File: config.mk
export PLATFORM = sky130hd
export DESIGN_NAME = o3_tree_pipe
export DESIGN_NICKNAME = d
export VERILOG_FILES = /design/src/rtl/o3_tree_pipe.sv
export SDC_FILE = /design/constraint.sdc
export NUM_CORES = 1
export LEC_CHECK = 0
export BUFFER_PORTS_ARGS = -buffer_cell sky130_fd_sc_hd__buf_2
export CORE_AREA = 2 2 39 41
export CTS_CLUSTER_DIAMETER = 30
export DETAILED_ROUTE_END_ITERATION = 8
export DIE_AREA = 0 0 41 43
export HOLD_SLACK_MARGIN = 0.08
export PLACE_DENSITY = 0.42
export SLEW_MARGIN = 20
export SYNTH_ARGS = -nofsm -noshare
export SYNTH_HDL_FRONTEND = slang
export SYNTH_SLANG_ARGS = --single-unit
File: constraint.sdc
create_clock -name ck -period 3.1 [get_ports ck]
set_clock_uncertainty 0.2 [all_clocks]
set_input_delay 0.31 -clock ck [delete_from_list [all_inputs] [get_ports ck]]
set_output_delay 0.31 -clock ck [all_outputs]
set_load 0.02 [all_outputs]
File: src/rtl/o3_tree_pipe.sv
// o3_tree_pipe: pipelined WIDTH-input OR reduction, one registered 3-input OR level per stage.
// Define O3_TREE_PIPE_STICKY_EN to build the sticky result flag qs (cleared by clr).
module o3_tree_pipe #(
  parameter int WIDTH = 9
) (
  input  logic             ck,
  input  logic             nrst,
  input  logic [WIDTH-1:0] i,
  input  logic             i_vld,
  output logic             i_rdy,
  output logic             q,
  output logic             q_vld,
  input  logic             q_rdy,
  input  logic             clr,
  output logic             qs
);

  function automatic int calc_levels(input int w);
    int l;
    int p;
    l = 1;
    p = 3;
    for (int n = 0; n < 8; n++) begin
      if (p < w) begin
        p = p * 3;
        l = l + 1;
      end
    end
    return l;
  endfunction

  localparam int LEVELS = calc_levels(WIDTH);
  localparam int PAD    = 3 ** LEVELS;

  logic           en;
  logic [PAD-1:0] padded;

  assign en    = ~q_vld | q_rdy;
  assign i_rdy = en;

  always_comb begin
    padded             = '0;
    padded[WIDTH-1:0]  = i;
  end

  // Level k narrows its source by three; the whole pipeline shifts together on en.
  for (genvar k = 1; k <= LEVELS; k++) begin : g_lvl
    localparam int W = 3 ** (LEVELS - k);

    logic [3*W-1:0] src;
    logic           src_v;
    logic [W-1:0]   red;
    logic [W-1:0]   d;
    logic           v;

    if (k == 1) begin : g_first
      assign src   = padded;
      assign src_v = i_vld;
    end else begin : g_next
      assign src   = g_lvl[k-1].d;
      assign src_v = g_lvl[k-1].v;
    end

    always_comb begin
      red = '0;
      for (int j = 0; j < W; j++) begin
        red[j] = |src[3*j +: 3];
      end
    end

    always_ff @(posedge ck or negedge nrst) begin
      if (!nrst) begin
        d <= '0;
        v <= 1'b0;
      end else if (en) begin
        d <= red;
        v <= src_v;
      end
    end
  end

  assign q     = g_lvl[LEVELS].d[0];
  assign q_vld = g_lvl[LEVELS].v;

`ifdef O3_TREE_PIPE_STICKY_EN
  logic s;

  // A delivered 1 takes priority over a clear at the same edge.
  always_ff @(posedge ck or negedge nrst) begin
    if (!nrst) begin
      s <= 1'b0;
    end else if (q_vld && q_rdy && q) begin
      s <= 1'b1;
    end else if (clr) begin
      s <= 1'b0;
    end
  end

  assign qs = s;
`else
  logic unused_clr;

  assign unused_clr = clr;
  assign qs         = 1'b0;
`endif

endmodule

==> flow_results.org <==
** Critical path
- CP startpoint kind :: flip-flop
- The startpoint identified for the worst register-to-register timing path is q_vld.
- Kind of end point of the critical path :: output pin
- For the worst setup path, the data required time is about 2600 ps.
- Critical Setup Path Class :: reg2out
- In this run the worst path has a maximum fanout of 7.
- Launching instance or port of the critical path :: q_vld
- STA puts the critical path data arrival time at approximately 990 ps.

** Clocking
- TritonCTS Sinks :: 6
- Skew-Pair Late Insertion Delay :: 240 ps
- Number of post-CTS setup repair buffers :: 0
- The number of gates resized after CTS was 0.
- The longest clock path from root to sink contains 2 buffers.
- Number of CTS-inserted buffers :: 3
- H-Tree Level Count :: 1
- Clock tree from TritonCTS :: built
- Clock transition time at the flip-flop clock pins of the worst setup and hold paths :: ~40 ps
- Number of buffers added to fix hold violations after cts :: 1
- Buffer type at the clock tree root :: sky130_fd_sc_hd__clkbuf_4

** Synth
- Post-synth EDFFs :: 0
- Among all flip-flop cells after synthesis, the most frequent one is sky130_fd_sc_hd__dfrtp_1.
- Average size of a mapped cell :: approximately 12 um2
- Synthesis produced a netlist whose cell count is 24.
- The mapped netlist covers roughly 280 um2.
- Area share of the largest cell type after synthesis :: 54.1%
- The most common cell in the synthesized netlist is sky130_fd_sc_hd__dfrtp_1.
- Post-synth cell types :: 10
- In the synthesized netlist the async set-or-reset flop fraction comes to between 90% and 100%.
- Synthesis warning total :: 0
- The synthesized design spends more area on one cell type than any other, namely sky130_fd_sc_hd__dfrtp_1.
- The number of nets handed over by synthesis was 38.
- By count the netlist is led by 6 x sky130_fd_sc_hd__dfrtp_1, 4 x sky130_fd_sc_hd__a21oi_1, 4 x sky130_fd_sc_hd__nor3_1, 4 x sky130_fd_sc_hd__nor3b_1.
- Of the synthesized area, sequential elements account for a little over half.
- Ranked by total cell area, the synthesized netlist is headed by sky130_fd_sc_hd__dfrtp_1 54%, sky130_fd_sc_hd__nor3b_1 11%, sky130_fd_sc_hd__a21oi_1 7.2%, sky130_fd_sc_hd__nor3_1 7.2%, sky130_fd_sc_hd__mux2_4 5.4%.
- After synthesis the netlist holds a flip-flop and latch count of 6.

** Routing
- Routed len/inst :: roughly 9.6 um
- The first detailed-routing pass ran for 3 iterations.
- Post-route DRC :: 0
- Via density :: 4.12
- Once detail routing completed, the nets flagged for antenna violations numbered 0.
- Drt initial violations :: 4
- Summed over all layers, the routed wires come to about 550 um.
- The routed layout has ~240 vias.

** Placed design
- Buffers placed on the I/O ports in this run total 15.
- Placer Congestion :: 0.610
- After detailed placement, the design holds a cell count of 53.

** Final layout
- Non-filler instance count after layout :: 57
- Area added between synthesis and finish :: 39.2%
- The repair_antennas step left the layout with diodes totalling 0.
- Filler instances :: 141
- Layout cell share with drive strength beyond 1 :: about half
- Total Nets Final :: 57

** Floorplanning
- DIE AREA :: 1760 um2
- The initial utilization of the core area, before any placement, comes to between 20 and 25%.
- The floorplan step set the die height to about 43 um.
- Std-Cell Core Area :: roughly 1400 um2
- Number of top-level pins :: 18
- The initialized floorplan defines 14 standard-cell rows.
- The floorplan step set the die width to between 40 and 50 um.

** Global route
- The first global-routing pass estimated roughly 850 um of wire.
- The number of global-route vias before repair was between 200 and 250.
- Entering global routing, the biggest net connects 8 pins.
- Global routing consumed, over all layers together, under 10% of the routing resources.
- Number of antenna violations at the first check in global routing :: 0
- Overflow left after global routing :: 0

** STA
- Final period util :: 48.4%
- Shortest clock period the worst path allows after layout :: 1500 ps
- Final Hold Fails :: 0
- Based on the critical path, the design can be clocked at up to ~670 MHz.
- Setup violations remaining at the end of the flow were counted as 0.
- RSZ-0062 raised after global routing :: no
- The max-slew violation count is 0.
- After routing, the total negative slack on setup checks comes to 0 ps.

** Power
- Across the VDD grid, the largest voltage drop is about 0.25 mV.
- The analysis attributes to cell leakage a power of 0.000167 uW.
- Ratio of total power to cell area :: 500 nW/um2

** Worst hold path
- Classification of the worst-slack hold path :: in2reg
- Beginning of the worst hold path :: i_vld

** Outcome
- Status :: complete, no violations

** Run
- Number of maximum-capacitance violations :: 0
-- metal layers --
layer / global-route usage (%) / routed length, um / vias to the layer above
li1: - / - / 117
met1: 7.26 / 189 / 108
met2: 11.9 / 280 / 10
met3: 6.28 / 76 / 0
met4: 2.00 / 0 / 0
met5: 0 / 0 / -
-- cells by family (layout without fill, tap and decap cells) --
group / Yosys count / after routing / synth area share, %
flip-flops: 6 / 6 / 54.1
AND/OR/NAND/NOR: 10 / 10 / 25.2
other: 1 / 1 / 1.35
buffers and inverters: 2 / 19 / 6.76
AO/OA/AOI/OAI: 4 / 4 / 7.21
multiplexers: 1 / 1 / 5.40
-- registers in the layout, summed over array words and instances, names as in the netlist --
signal	cells
q	1
g_lvl.v	1
q_vld	1
g_lvl.d	3
-- final timing paths --
path,to,slack (ps),depth (start not counted)
min,g_lvl[1].v,100,2
min in group asynchronous,g_lvl[1].d[2],210,2
max,i_rdy,1600,2
max reg2reg,g_lvl[1].v,1910,2
max in group asynchronous,q_vld,2350,2
min reg2reg,q_vld,270,1
-- critical path, stage by stage, from the launching register on --
cell	delay, ps
sky130_fd_sc_hd__dfrtp_1	430
sky130_fd_sc_hd__nand2b_4	140
sky130_fd_sc_hd__buf_2	180
-- cell usage in the layout (no fill, tap or decap) --
master                          synthesis  layout
sky130_fd_sc_hd__nand2b_4               1       1
sky130_fd_sc_hd__clkbuf_4               0       3
sky130_fd_sc_hd__nor3b_1                4       4
sky130_fd_sc_hd__nand2b_1               1       1
sky130_fd_sc_hd__dfrtp_1                6       6
sky130_fd_sc_hd__nor3_1                 4       4
sky130_fd_sc_hd__conb_1                 1       1
sky130_fd_sc_hd__buf_2                  0      15
sky130_fd_sc_hd__a21oi_1                4       4
sky130_fd_sc_hd__mux2_4                 1       1
sky130_fd_sc_hd__dlygate4sd3_1          0       1
-- final cells by class --
class	count	area [um2]	area share (%)
clock buffers	3	22.5	5.83
well taps	16	20.0	5.18
repair buffers	16	85.1	22.0
flip-flops and latches	6	150	38.8
multi-input cells	16	109	28.2
-- power by group --
group,internal [uW],leakage (uW),switching [uW],total [uW]
combinational,16.7,0.0000937,14.9,31.6
clock,43.8,0.0000138,27.9,71.7
sequential,84.6,0.0000596,5.19,89.8
-- through the flow --
step | total power (uW) | hold WS, ps | utilization [%] | setup slack [ps] | instance area [um2]
final | 193 | 97.2 | 27.9 | 1600 | 387
after global routing | 203 | 106 | 27.9 | 1550 | 387
after CTS | 197 | 91.6 | 27.9 | 1590 | 387
after detailed placement | 122 | -59.7 | 25.6 | 1810 | 354
after global placement | 122 | -58.8 | 25.6 | 1800 | 354
after floorplan | 111 | -186 | - | 1770 | 278
No activity file was read; power rests on OpenSTA's default activity.
